==> config.mk <==
export PLATFORM = sky130hd
export DESIGN_NAME = dark_mixer
export DESIGN_NICKNAME = d
export VERILOG_FILES = /design/src/rtl/dark_pkg.sv /design/src/rtl/mix_channel.sv /design/src/rtl/dark_mixer.sv
export SDC_FILE = /design/constraint.sdc
export NUM_CORES = 1
export LEC_CHECK = 0
export CORE_UTILIZATION = 40
export DETAILED_ROUTE_END_ITERATION = 8
export RECOVER_POWER = 100
export SYNTH_ARGS = -nofsm -noshare
export SYNTH_HDL_FRONTEND = slang
export SYNTH_SLANG_ARGS = --single-unit
==> constraint.sdc <==
create_clock -name clk_i -period 12.7 [get_ports clk_i]
set_clock_uncertainty 0.2 [all_clocks]
set_input_delay 2.54 -clock clk_i [delete_from_list [all_inputs] [get_ports clk_i]]
set_output_delay 2.54 -clock clk_i [all_outputs]
set_load 0.05 [all_outputs]
==> src/rtl/dark_pkg.sv <==
// Shared types and helpers for the dark-mode output mixer.
//   mode_e   : requested inversion mode (auto / never / always / reverse auto)
//   state_e  : cross-fade FSM states
//   mode_inv : inversion decision of a mode for one pixel's block decision
package dark_pkg;

  typedef enum logic [1:0] {
    AUTO     = 2'b00,
    NEVER    = 2'b01,
    ALWAYS   = 2'b10,
    REV_AUTO = 2'b11
  } mode_e;

  typedef enum logic {
    ST_IDLE = 1'b0,
    ST_FADE = 1'b1
  } state_e;

  // Inversion bit a mode asks for, given the pixel's block decision.
  function automatic logic mode_inv(input mode_e mode, input logic blk_x);
    logic inv;
    inv = 1'b0;
    case (mode)
      AUTO:     inv = blk_x;
      NEVER:    inv = 1'b0;
      ALWAYS:   inv = 1'b1;
      REV_AUTO: inv = ~blk_x;
      default:  inv = 1'b0;
    endcase
    return inv;
  endfunction

endpackage

==> src/rtl/mix_channel.sv <==
// One channel blend between a value and its complement.
//   x   : source channel value
//   w   : complement weight, 0..2^FADE_LOG2
//   y_c : floor((x*(M-w) + ~x*w) / M), combinational
module mix_channel #(
  parameter int unsigned BW        = 8,
  parameter int unsigned FADE_LOG2 = 4
) (
  input  logic [BW-1:0]      x,
  input  logic [FADE_LOG2:0] w,
  output logic [BW-1:0]      y_c
);

  localparam int unsigned LW = FADE_LOG2 + 1;
  localparam int unsigned PW = BW + FADE_LOG2 + 1;
  localparam logic [LW-1:0] LVL_M = LW'(1 << FADE_LOG2);

  logic [BW-1:0] x_n;
  logic [LW-1:0] w_keep;
  logic [PW-1:0] keep_p;
  logic [PW-1:0] flip_p;
  logic [PW-1:0] sum_p;
  logic [PW-1:0] shr_p;

  // Complement taken at BW bits before widening so the upper bits stay zero.
  always_comb begin
    x_n    = ~x;
    w_keep = LVL_M - w;
    keep_p = PW'(x) * PW'(w_keep);
    flip_p = PW'(x_n) * PW'(w);
    sum_p  = keep_p + flip_p;
    shr_p  = sum_p >> FADE_LOG2;
    y_c    = shr_p[BW-1:0];
  end

endmodule

==> src/rtl/dark_mixer.sv <==
// Frame-synchronous dark-mode output mixer with cross-faded mode changes.
//   clk_i, rst_i           : pixel clock, async active-high reset
//   vs_i, hs_i, de_i       : input syncs / data enable
//   data_i, alt_data_i     : primary and loopback pixels (channel 0 in LSBs)
//   src_sel_i              : 1 = data_i, 0 = alt_data_i
//   blk_x_i                : block decision for the current pixel
//   mode_i                 : requested mode, sampled at frame boundaries
//   vs_o, hs_o, de_o       : syncs delayed 2 cycles
//   data_o                 : mixed pixel, zero while de_o is low
//   inv_o                  : new-mode inversion decision for data_o
//   busy_o                 : cross-fade in progress
module dark_mixer
  import dark_pkg::*;
#(
  parameter int unsigned CH        = 3,
  parameter int unsigned BW        = 8,
  parameter int unsigned FADE_LOG2 = 4
) (
  input  logic                clk_i,
  input  logic                rst_i,
  input  logic                vs_i,
  input  logic                hs_i,
  input  logic                de_i,
  input  logic [CH*BW-1:0]    data_i,
  input  logic [CH*BW-1:0]    alt_data_i,
  input  logic                src_sel_i,
  input  logic                blk_x_i,
  input  logic [1:0]          mode_i,
  output logic                vs_o,
  output logic                hs_o,
  output logic                de_o,
  output logic [CH*BW-1:0]    data_o,
  output logic                inv_o,
  output logic                busy_o
);

  localparam int unsigned DW = CH * BW;
  localparam int unsigned LW = FADE_LOG2 + 1;
  localparam logic [LW-1:0] LVL_M = LW'(1 << FADE_LOG2);

  logic          vs_q;
  state_e        state_q, state_d;
  mode_e         mode_old_q, mode_old_d;
  mode_e         mode_new_q, mode_new_d;
  logic [LW-1:0] lvl_q, lvl_d;
  logic [LW-1:0] lvl_inc;
  logic          boundary_c;

  logic          old_inv_c, new_inv_c;
  logic [LW-1:0] w_c;

  logic [DW-1:0] src_s1;
  logic [LW-1:0] w_s1;
  logic          inv_s1, vs_s1, hs_s1, de_s1;
  logic [DW-1:0] mix_c;

  // Fade controller state.
  always_ff @(posedge clk_i or posedge rst_i) begin
    if (rst_i) begin
      vs_q       <= 1'b0;
      state_q    <= ST_IDLE;
      mode_old_q <= AUTO;
      mode_new_q <= AUTO;
      lvl_q      <= LVL_M;
      busy_o     <= 1'b0;
    end else begin
      vs_q       <= vs_i;
      state_q    <= state_d;
      mode_old_q <= mode_old_d;
      mode_new_q <= mode_new_d;
      lvl_q      <= lvl_d;
      busy_o     <= (state_d == ST_FADE);
    end
  end

  // Next-state: start a fade on a new request, step the level once per frame.
  always_comb begin
    state_d    = state_q;
    mode_old_d = mode_old_q;
    mode_new_d = mode_new_q;
    lvl_d      = lvl_q;
    boundary_c = vs_i & ~vs_q;
    lvl_inc    = lvl_q + LW'(1);
    case (state_q)
      ST_IDLE: begin
        if (boundary_c && (mode_e'(mode_i) != mode_new_q)) begin
          mode_old_d = mode_new_q;
          mode_new_d = mode_e'(mode_i);
          lvl_d      = '0;
          state_d    = ST_FADE;
        end
      end
      ST_FADE: begin
        if (boundary_c) begin
          lvl_d = lvl_inc;
          if (lvl_inc == LVL_M) begin
            state_d    = ST_IDLE;
            mode_old_d = mode_new_q;
          end
        end
      end
      default: state_d = ST_IDLE;
    endcase
  end

  // Complement weight from how the old and new modes treat this pixel.
  always_comb begin
    old_inv_c = mode_inv(mode_old_q, blk_x_i);
    new_inv_c = mode_inv(mode_new_q, blk_x_i);
    case ({old_inv_c, new_inv_c})
      2'b00:   w_c = '0;
      2'b11:   w_c = LVL_M;
      2'b01:   w_c = lvl_q;
      default: w_c = LVL_M - lvl_q;
    endcase
  end

  // Stage 1: source select, weight, syncs.
  always_ff @(posedge clk_i or posedge rst_i) begin
    if (rst_i) begin
      src_s1 <= '0;
      w_s1   <= '0;
      inv_s1 <= 1'b0;
      vs_s1  <= 1'b0;
      hs_s1  <= 1'b0;
      de_s1  <= 1'b0;
    end else begin
      src_s1 <= src_sel_i ? data_i : alt_data_i;
      w_s1   <= w_c;
      inv_s1 <= new_inv_c;
      vs_s1  <= vs_i;
      hs_s1  <= hs_i;
      de_s1  <= de_i;
    end
  end

  for (genvar c = 0; c < CH; c++) begin : g_ch
    mix_channel #(
      .BW        (BW),
      .FADE_LOG2 (FADE_LOG2)
    ) u_mix (
      .x   (src_s1[c*BW +: BW]),
      .w   (w_s1),
      .y_c (mix_c[c*BW +: BW])
    );
  end

  // Stage 2: blended pixel, blanked outside the active area.
  always_ff @(posedge clk_i or posedge rst_i) begin
    if (rst_i) begin
      data_o <= '0;
      inv_o  <= 1'b0;
      vs_o   <= 1'b0;
      hs_o   <= 1'b0;
      de_o   <= 1'b0;
    end else begin
      data_o <= de_s1 ? mix_c : '0;
      inv_o  <= inv_s1;
      vs_o   <= vs_s1;
      hs_o   <= hs_s1;
      de_o   <= de_s1;
    end
  end

endmodule

-- Yosys cells after proc, flatten, opt, wreduce, memory -nomap -nowiden
Index checks and enable logic that the tools add are counted.
- input port bits: 57
- logic and storage cells: 70
- register bits: 71
- output and inout port bits: 29
- equal/unequal tests: 13
- reduce and logical (&&, ||, !) cells: 7
- add/sub/neg operators: 6
- multipliers: 6
- bitwise operators: 7
- muxes and demuxes: 16
- operators with widths (operator ; number):
    multiplier 8 x 5 -> 12 bit ; 6
    two-way mux 24 bit ; 2
    adder 12 bit ; 3
    inverter 8 bit ; 3
    case mux 5 bit (3 select lines) ; 1
    == test 2 bit (second input constant) ; 5
    two-way mux 5 bit ; 2
    case mux 5 bit (2 select lines) ; 1
    subtractor 5 bit (first input constant) ; 2
    case mux 1 bit (4 select lines) ; 2
    == test 2 x 1 -> 1 bit (second input constant) ; 3
    logical NOT 2 bit ; 3
    two-way mux 2 bit ; 3
    adder 5 x 1 -> 5 bit (second input constant) ; 1
    == test 5 bit (second input constant) ; 1
    inequality test 2 x 1 -> 1 bit (second input constant) ; 2
    case mux 2 bit (2 select lines) ; 1
    AND reduction 2 bit ; 2
    two-way mux 1 bit ; 3
    inverter 1 bit ; 3
    AND reduction 3 bit ; 1
    inequality test 2 bit ; 1
    inequality test 2 bit (second input constant) ; 1
    case mux 1 bit (2 select lines) ; 1
    other kinds (2) ; 2

-- Longest topological paths before layout
Gate-level depths: netlist of run 1.
- depth in word-level cells: 5
- gate-level depth with buffers: 23
- mapped depth without buffers: 20

-- Hierarchy
Synthesis of run 1 repeated with hierarchy kept, for this count alone.
- cell total of the unflattened synthesis: 990
- area total of the unflattened synthesis: 9773.1 µm²
- modules (own cells, without submodules) (module ; instances ; cells each ; seq. area each (µm²) ; area each (µm²)):
    mix_channel at g_ch[1].u_mix ... ; 2 ; 267 ; 0.0 ; 2368.5
    dark_mixer ; 1 ; 193 ; 1778.0 ; 2677.6
    mix_channel at g_ch[0].u_mix ; 1 ; 263 ; 0.0 ; 2358.5

-- Least setup slack after synthesis of run 1
No wires, ideal clock.
- kind: register to register
- from: reg w_s1[0]
- to: reg data_o[13]
- path buffers: 3
- setup slack: 6.710 ns
- data arrival time: 5.704 ns
- required time: 12.414 ns
- cell stages (with the launch flop): 23
- period minus slack after synthesis: 5.990 ns
- library setup time: 0.086 ns
- cell sequence: dfrtp_1 -> clkbuf_1 -> inv_1 -> buf_1 -> ha_1 -> nor3b_2 -> xor2_1 -> buf_2 -> nand2_1 -> fa_1 -> inv_1 -> fa_1 -> fa_1 -> fa_1 -> inv_1 -> fa_1 -> inv_1 -> ha_1 -> a21o_1 -> a21oi_1 -> a31oi_1 -> o21a_1 -> nor3_1
- word-level cells in the longest chain between the ends: 4
- elaborated cells on any way between the ends: 5
- classes of those cells: 2 x add/sub; 2 x mul; 1 x mux
- RTL lines (what ; RTL line ; source):
    start, declared ; dark_mixer.sv:53 ; logic [LW-1:0] w_s1;
    start signal, assigned ; dark_mixer.sv:129 ; w_s1 <= w_c;
    subtractor 5 bit ; mix_channel.sv:28 ; w_keep = LVL_M - w;
    multiplier 8 x 5 -> 12 bit ; mix_channel.sv:29 ; keep_p = PW'(x) * PW'(w_keep);
    adder 12 bit * ; mix_channel.sv:31 ; sum_p = keep_p + flip_p;
    two-way mux 24 bit * ; dark_mixer.sv:157 ; data_o <= de_s1 ? mix_c : '0;
    end signal, assigned ; dark_mixer.sv:157 ;
    end, declared ; dark_mixer.sv:32 ; output logic [CH*BW-1:0] data_o,
Mark *: on every way between the ends. The rest lies on a longest branch, timed or not.
A chain may end at the register's enable or synchronous reset.

-- Worst setup path after layout of run 1
- from: reg w_s1[0]
- to: reg data_o[12]
The elaborated chain is that of the path after synthesis.

==> results of run 1 <==
routing by layer:
| layer | GRT usage [%] | vias to the layer above | part of all wire (%) |
|---|---|---|---|
| li1 | - | 3082 | - |
| met1 | 25.5 | 3235 | 49 |
| met2 | 29.5 | 106 | 47 |
| met3 | 1.83 | 17 | 2.6 |
| met4 | 5.37 | 0 | 1.4 |
| met5 | 0 | - | 0 |
cells in the mapped netlist, types with 5 or more instances:
master	count	area, sq um
a211oi_1	6	45.0
a21o_1	8	60.1
a21oi_1	14	70.1
and2_1	44	275
buf_1	8	30.0
clkbuf_1	37	139
dfrtp_1	70	1750
fa_1	153	3060
ha_1	90	1130
inv_1	189	709
mux2_2	24	270
mux2i_1	5	50.1
nand2_1	84	315
nand2b_1	41	257
nor2_1	56	210
nor2b_1	43	269
nor3_1	12	60.1
o21a_1	8	60.1
o21ai_0	9	45.0
xnor2_1	26	228
xor2_1	10	87.6
registers in the layout, summed over array words and instances, names as in the netlist, 2 cells and up:
name        cells
data_o         24
lvl_q           5
mode_new_q      2
mode_old_q      2
src_s1         24
w_s1            5
how the worst min path moves through the flow:
stage	start	slack, ns	endpoint	cells after the start
after floorplan	hs_s1	0.13	hs_o	0
after global placement	hs_s1	0.13	hs_o	0
after detailed placement	hs_s1	0.14	hs_o	0
after CTS	hs_s1	0.15	hs_o	0
after global routing	hs_s1	0.16	hs_o	0
final	hs_s1	0.15	hs_o	0
placed cells by master (no fill, tap or decap), types with 4 or more instances in the layout:
master and instances:
dlygate4sd3_1 35, nor3_1 12, clkdlybuf4s50_1 50, clkbuf_16 9, a21o_1 8, nor2_1 56
xor2_1 10, fa_1 153, a211oi_1 6, nand3_1 4, nand2b_1 41, nand2_1 84
xnor2_1 26, a21oi_1 14, and2_1 44, o21a_1 8, mux2_2 21, dfrtp_1 70
mux2i_1 5, nor3b_1 4, buf_4 5, nor2b_1 43, inv_1 188, ha_1 90
o21ai_0 9
area by class of cell:
cell class              count  area [sq um]  share of cell area (%)
inverters                 190           714                    6.53
clock buffers              10           239                    2.19
flip-flops and latches     71          1780                    16.3
well taps                 319           399                    3.65
clock inverters             6          60.1                   0.549
repair buffers             93           900                    8.23
multi-input cells         674          6840                    62.6
logic make-up (layout without fill, tap and decap cells):
kind of cell,Yosys count,count (layout),share of synthesized area [%]
AOI/OAI and AO/OA,66,66,4.76
xor gates and xnor gates,39,39,4.01
adders and majority gates,243,243,43.9
buffers and inverters,239,299,9.52
DFF,71,71,18.6
muxes,29,29,3.36
and+or+nand+nor,297,297,15.8
metrics by stage:
stage	instance area [sq um]	utilization, %
after floorplan	9540	-
after global placement	10700	45.6
after detailed placement	10700	45.6
after CTS	11000	46.8
after global routing	10900	46.7
final	10900	46.7
==> results.ini, run 1 <==
[timing]
min_period_over_period_pct = 67.7
hold_violations = 0
relSlewSlack_pct = -173
tns_ns = 0
worstMarginPinSlew_ns = 4.09
fin_ws_ns = 4.10
whs_ns = 0.149
fmax_mhz = 116
rsz0062_at_grt = no
finalCriticalPeriod_ns = 8.60
slew_violations = 94
setup_violations = 0

[place]
dp_hpwl_um = 15000
place.gp.congestion = 0.752
io_buffers = 85
preCtsSetupSlack_ns = 5.61
place_inst = 1347

[clock_tree]
clk_latency_ns = 0.35
cts_tree = yes
cts_hold_buf = 0
cts_sinks = 71
post_cts_buffers = 0
cts_resized = 0
clk_pin_slew_worst_paths_ns = 0.06
cts_buffers = 9
h-tree-depth = 3
cts_root_buf = clkbuf_16
clockBufferDepth = 2

[finish]
finish.net_count = 1339
post_route_cells_drive_above_1_share_pct = 4.41
fillCellCount = 2280
areaGrowthSynthToFinish_pct = 14.6
diodes = 0
instances_no_fill = 1363

[outcome]
status = finished, violations left
violations = capacitance limit, slew limit

[route]
wl_um = 19600
viasPerCell = 4.72
dr.first_iter.drc_count = 208
antenna_left = 0
drc = 0
wl_per_cell_um = 14.4
via_count = 6440
drt-pass1-iter-count = 4

[setup_path]
required_ns = 12.69
crit_chain = clkbuf_1 > inv_1 > ha_1 > nor3b_1 > xor2_1 > nand2_1 > fa_1 > inv_1 > fa_1 > fa_1 > fa_1 > inv_1 > fa_1 > inv_1 > ha_1 > a21o_1 > a21oi_1 > nand2_1 > a211oi_1 > nor3_1
worst_path_max_delay_cell = xor2_1
cp.arrival_ns = 8.59
critical_path.top_delay_family = adder cells
end_kind = flip-flop
worst-path-buf-inv = 5
max_stage_delay_ns = 1.32
rr_worst_depth = 20
r2r_end = data_o[12]
regToRegSetupSlack_ns = 4.10
r2r-start = w_s1[0]
cp-startpoint = w_s1[0]
start_kind = flip-flop
crit_end = data_o[12]
crit_top_cell = fa_1
path_class = flip-flop to flip-flop
path_max_fanout = 29
cp.depth = 20

[synth]
synth_nets = 1284
yosys_register_bits = 71
synth.avg_cell_area_sq_um = 9.69
yosys_warnings = 0
ys_types = 47
synth_cells = 984
syn_area_sq_mm = 0.00954
async_reset_ff_share_pct = 100
synth-seq-area-share_pct = 18.6
synth_edf_count = 0
ys.flop_type = dfrtp_1

[floorplanning]
coreArea_sq_mm = 0.0234
initial_core_util_pct = 40.8
chipWidth_um = 156
dieArea_sq_mm = 0.0245
rows = 56
ios = 86
fp.dieH_um = 156

[global_routing]
grt_pass1_wl_um = 34300
grt_max_degree = 72
overflow = 0
grt_pass1_vias = 6883
grt_usage_pct = 18.1
antenna_found_initial = 0

[job]
max_cap_viol_count = 2

[worst_hold_path]
hp-class = flip-flop to flip-flop

Power of run 1 is left out: the tool's default activity adds up to more than one toggle a clock period on the data nets, which glitch-free logic cannot reach.
==> inputs of run 2 (changes only) <==
==> constraint.sdc (replaced) <==
create_clock -name clk_i -period 7.4 [get_ports clk_i]
set_clock_uncertainty 0.2 [all_clocks]
set_input_delay 1.48 -clock clk_i [delete_from_list [all_inputs] [get_ports clk_i]]
set_output_delay 1.48 -clock clk_i [all_outputs]
set_load 0.05 [all_outputs]
==> results.ini, run 2 (same netlist as run 1, synthesis figures left out) <==
[outcome]
status = finished, violations left  ; unchanged
violations = capacitance limit, slew limit  ; unchanged

[floorplanning]
coreArea_sq_mm = 0.0234  ; unchanged
dieArea_sq_mm = 0.0245  ; unchanged
ios = 86  ; unchanged
rows = 56  ; unchanged
chipWidth_um = 156  ; unchanged
initial_core_util_pct = 40.8  ; unchanged
fp.dieH_um = 156  ; unchanged

[global_routing]
grt_usage_pct = 17.8  ; was 18.1%
grt_pass1_vias = 6756  ; was 6883
grt_max_degree = 72  ; unchanged
antenna_found_initial = 0  ; unchanged
grt_pass1_wl_um = 33900  ; was 34300 um
overflow = 0  ; unchanged

[clock_tree]
cts_tree = yes  ; unchanged
cts_sinks = 71  ; unchanged
post_cts_buffers = 0  ; unchanged
cts_resized = 0  ; unchanged
cts_root_buf = clkbuf_16  ; unchanged
cts_hold_buf = 0  ; unchanged
clockBufferDepth = 2  ; unchanged
clk_pin_slew_worst_paths_ns = 0.06  ; about the same
h-tree-depth = 3  ; unchanged
clk_latency_ns = 0.34  ; was 0.35 ns
cts_buffers = 9  ; unchanged

[setup_path]
regToRegSetupSlack_ns = 0.65  ; was 4.10 ns
end_kind = flip-flop  ; unchanged
critical_path.top_delay_family = adder cells  ; unchanged
path_class = flip-flop to flip-flop  ; unchanged
crit_chain = xnor2_1 > clkbuf_1 > nand2_1 > fa_1 > inv_1 > fa_1 > inv_1 > fa_1 > fa_1 > inv_1 > fa_1 > ha_1 > a21oi_1 > o2111ai_1 > a41oi_1 > xnor2_1 > nor2_1  ; was clkbuf_1 > inv_1 > ha_1 > nor3b_1 > xor2_1 > nand2_1 > fa_1 > inv_1 > fa_1 > fa_1 > fa_1 > inv_1 > fa_1 > inv_1 > ha_1 > a21o_1 > a21oi_1 > nand2_1 > a211oi_1 > nor3_1
r2r-start = w_s1[3]  ; was w_s1[0]
required_ns = 7.40  ; was 12.69 ns
cp.arrival_ns = 6.75  ; was 8.59 ns
rr_worst_depth = 17  ; was 20
max_stage_delay_ns = 1.10  ; was 1.32 ns
worst-path-buf-inv = 4  ; was 5
start_kind = flip-flop  ; unchanged
r2r_end = data_o[23]  ; was data_o[12]
crit_top_cell = fa_1  ; unchanged
worst_path_max_delay_cell = xnor2_1  ; was xor2_1
path_max_fanout = 26  ; was 29

[timing]
hold_violations = 0  ; unchanged
relSlewSlack_pct = -162  ; was -173%
fmax_mhz = 148  ; was 116 MHz
tns_ns = 0  ; unchanged
setup_violations = 0  ; unchanged
slew_violations = 72  ; was 94
worstMarginPinSlew_ns = 3.92  ; was 4.09 ns
min_period_over_period_pct = 91.2  ; was 67.7%
finalCriticalPeriod_ns = 6.75  ; was 8.60 ns
rsz0062_at_grt = no  ; unchanged
whs_ns = 0.141  ; was 0.149 ns

[route]
dr.first_iter.drc_count = 218  ; was 208
viasPerCell = 4.72  ; about the same
antenna_left = 0  ; unchanged
drt-pass1-iter-count = 5  ; was 4
wl_um = 19500  ; was 19600 um
wl_per_cell_um = 14.3  ; was 14.4 um
drc = 0  ; unchanged
via_count = 6443  ; was 6440

[place]
dp_hpwl_um = 15000  ; about the same
place.gp.congestion = 0.790  ; was 0.752
io_buffers = 85  ; unchanged
dpl_cell_area_sq_mm = 0.0107  ; about the same

[finish]
final_common_cell = inv_1  ; unchanged
layout_common_cells = 188 x inv_1, 153 x fa_1, 90 x ha_1  ; unchanged
areaGrowthSynthToFinish_pct = 15.4  ; was 14.6%
final_core_util_pct = 47.0  ; was 46.7%
post_route_cells_drive_above_1_share_pct = 4.78  ; was 4.41%
postLayoutCellArea_sq_mm = 0.0110  ; was 0.0109 sq mm
diodes = 0  ; unchanged
finish.net_count = 1341  ; was 1339
reg_top3 = data_o (24), src_s1 (24)  ; unchanged

[job]
max_cap_viol_count = 1  ; was 2

[worst_hold_path]
hold-path-cell-count = 0  ; unchanged
min_from = hs_s1  ; unchanged
hold_end = hs_o  ; unchanged
hp-class = flip-flop to flip-flop  ; unchanged

## run 2: final cells by class
cell class | instances | area [sq um]
timing repair buffer | 95 | 915
tap | 319 | 399
multi-input combinational | 674 | 6850
clock inverter | 6 | 115
sequential | 71 | 1780
clock buffer | 10 | 239
inverter | 190 | 714
fill | 2291 | 12400
## run 2: how the worst max path moves through the flow
stage                  from         end  slack (ns)  cells after the start
floorplan           w_s1[0]  data_o[13]        1.41                     22
global placement    w_s1[3]  data_o[13]        0.85                     18
detailed placement  w_s1[3]  data_o[13]        0.77                     18
CTS                 w_s1[3]  data_o[13]        0.73                     18
global route        w_s1[3]  data_o[15]        0.30                     16
finish              w_s1[3]  data_o[23]        0.65                     17
## run 2: metrics by stage
step / cells / worst slack, ns
2_1_floorplan: 984 / 1.41
3_3_place_gp: 1349 / 0.855
5_1_grt: 1365 / 0.297
6_report: 1365 / 0.649
4_1_cts: 1365 / 0.733
3_5_place_dp: 1349 / 0.772
## run 2: layer usage
metal | part of all wire (%) | track usage (%)
met1 | 48 | 25.5
met2 | 47 | 28.8
met3 | 4.0 | 2.46
met4 | 1.0 | 3.73
met5 | 0 | 0
Power of run 2 is left out for the same reason.
==> inputs of run 3 (changes only) <==
--- a/config.mk
+++ b/config.mk
@@ -8,6 +8,7 @@
 export CORE_UTILIZATION = 40
 export DETAILED_ROUTE_END_ITERATION = 8
 export RECOVER_POWER = 100
+export SLEW_MARGIN = 20
 export SYNTH_ARGS = -nofsm -noshare
 export SYNTH_HDL_FRONTEND = slang
 export SYNTH_SLANG_ARGS = --single-unit
==> results.ini, run 3 (same netlist as run 1, synthesis figures left out) <==
[setup_path]
cp-startpoint = w_s1[3]  ; unchanged
end_kind = flip-flop  ; unchanged
crit_chain = nor3b_2 > xor2_1 > buf_4 > nand2_1 > fa_1 > inv_1 > fa_1 > fa_1 > fa_1 > inv_1 > fa_1 > inv_1 > ha_1 > a21o_1 > a21oi_1 > a31oi_1 > o21a_1 > nor3_1  ; was xnor2_1 > clkbuf_1 > nand2_1 > fa_1 > inv_1 > fa_1 > inv_1 > fa_1 > fa_1 > inv_1 > fa_1 > ha_1 > a21oi_1 > o2111ai_1 > a41oi_1 > xnor2_1 > nor2_1
cp.arrival_ns = 6.63  ; was 6.75 ns
path_max_fanout = 26  ; unchanged
crit_top_cell = fa_1  ; unchanged
start_kind = flip-flop  ; unchanged
r2r-start = w_s1[3]  ; unchanged
regToRegSetupSlack_ns = 0.83  ; was 0.65 ns
path_class = flip-flop to flip-flop  ; unchanged
required_ns = 7.46  ; was 7.40 ns
max_stage_delay_ns = 0.74  ; was 1.10 ns
worst_path_max_delay_cell = dfrtp_1  ; was xnor2_1

[finish]
multi_input_area_sq_mm = 0.00686  ; was 0.00685 sq mm
final_core_util_pct = 47.1  ; was 47.0%
layout_common_cells = 188 x inv_1, 153 x fa_1, 90 x ha_1  ; unchanged
finish.net_count = 1341  ; unchanged
final_common_cell = inv_1  ; unchanged
fillCellCount = 2274  ; was 2291
diodes = 0  ; unchanged
areaGrowthSynthToFinish_pct = 15.5  ; was 15.4%
seqCellArea_sq_mm = 0.00178  ; unchanged
post_route_cells_drive_above_1_share_pct = 4.97  ; was 4.78%
reg_top3 = data_o (24), src_s1 (24)  ; unchanged

[timing]
relSlewSlack_pct = -165  ; was -162%
whs_ns = 0.140  ; was 0.141 ns
fmax_mhz = 152  ; was 148 MHz
min_period_over_period_pct = 88.8  ; was 91.2%
finalCriticalPeriod_ns = 6.57  ; was 6.75 ns
tns_ns = 0  ; unchanged
setup_violations = 0  ; unchanged
hold_violations = 0  ; unchanged
rsz0062_at_grt = no  ; unchanged
worstMarginPinSlew_ns = 3.98  ; was 3.92 ns
slew_violations = 72  ; unchanged
fin_ws_ns = 0.828  ; was 0.649 ns

[floorplanning]
coreArea_sq_mm = 0.0234  ; unchanged
chipWidth_um = 156  ; unchanged
fp.dieH_um = 156  ; unchanged
rows = 56  ; unchanged
ios = 86  ; unchanged
dieArea_sq_mm = 0.0245  ; unchanged
initial_core_util_pct = 40.8  ; unchanged

[route]
dr_wl_met3_um = 889  ; was 776 um
wl_met1_um = 9340  ; was 9420 um
antenna_left = 0  ; unchanged
drc = 0  ; unchanged
via_count = 6475  ; was 6443
top_layer_used = met4  ; unchanged
wl_per_cell_um = 14.4  ; was 14.3 um
dr.first_iter.drc_count = 228  ; was 218
viasPerCell = 4.74  ; was 4.72
drt-pass1-iter-count = 4  ; was 5
wl_met2_um = 9210  ; was 9100 um
wl_um = 19700  ; was 19500 um

[clock_tree]
h-tree-depth = 3  ; unchanged
post_cts_buffers = 0  ; unchanged
cts_tree = yes  ; unchanged
clk_pin_slew_worst_paths_ns = 0.06  ; about the same
cts_root_buf = clkbuf_16  ; unchanged
cts_resized = 0  ; unchanged
cts_hold_buf = 0  ; unchanged
cts_buffers = 9  ; unchanged
clk_latency_ns = 0.35  ; was 0.34 ns
clockBufferDepth = 2  ; unchanged
cts_sinks = 71  ; unchanged

[outcome]
violations = capacitance limit, slew limit  ; unchanged
status = finished, violations left  ; unchanged

[global_routing]
overflow = 0  ; unchanged
antenna_found_initial = 0  ; unchanged
grt_pass1_vias = 6763  ; was 6756
grt_max_degree = 72  ; unchanged
grt_pass1_wl_um = 34200  ; was 33900 um
grt_usage_pct = 18.0  ; was 17.8%

[place]
io_buffers = 85  ; unchanged
preCtsSetupSlack_ns = 0.770  ; was 0.772 ns
dp_hpwl_um = 15000  ; about the same
place.gp.congestion = 0.790  ; unchanged

[worst_hold_path]
min_from = hs_s1  ; unchanged
hp-class = flip-flop to flip-flop  ; unchanged

[job]
max_cap_viol_count = 1  ; unchanged

[run 3: per-stage QoR]
stage	cells	area, sq um
2_1_floorplan	984	9540
3_3_place_gp	1349	10700
3_5_place_dp	1349	10700
4_1_cts	1365	11000
5_1_grt	1365	11000
6_report	1365	11000
[run 3: final cells by class]
| type | count | share of cell area, % |
|---|---|---|
| well taps | 319 | 3.62 |
| inverters | 190 | 6.48 |
| clock inverters | 6 | 1.04 |
| repair buffers | 95 | 8.33 |
| multi-input cells | 674 | 62.2 |
| flip-flops and latches | 71 | 16.1 |
| clock buffers | 10 | 2.17 |
[run 3: final timing paths]
kind | cells after the start | endpoint
hold / removal | 0 | hs_o
setup / recovery | 18 | data_o[13]
max in group asynchronous | 3 | data_o[6]
setup reg to reg | 18 | data_o[13]
min in group asynchronous | 3 | src_s1[21]
hold reg to reg | 0 | hs_o
[run 3: critical path, delay by kind of cell (launching register included)]
family	cells	cell delay (ns)
flops	1	0.74
buf+inv	4	0.47
compound gates	4	0.88
fa+ha+maj	6	2.80
xor+xnor	1	0.55
simple gates	3	0.84
[run 3: routing by layer]
metal,global-route usage (%),vias to the layer above
met5,0,-
met4,4.86,0
met3,2.46,16
met2,28.8,126
met1,25.5,3246
li1,-,3087
Power of run 3 is left out for the same reason.
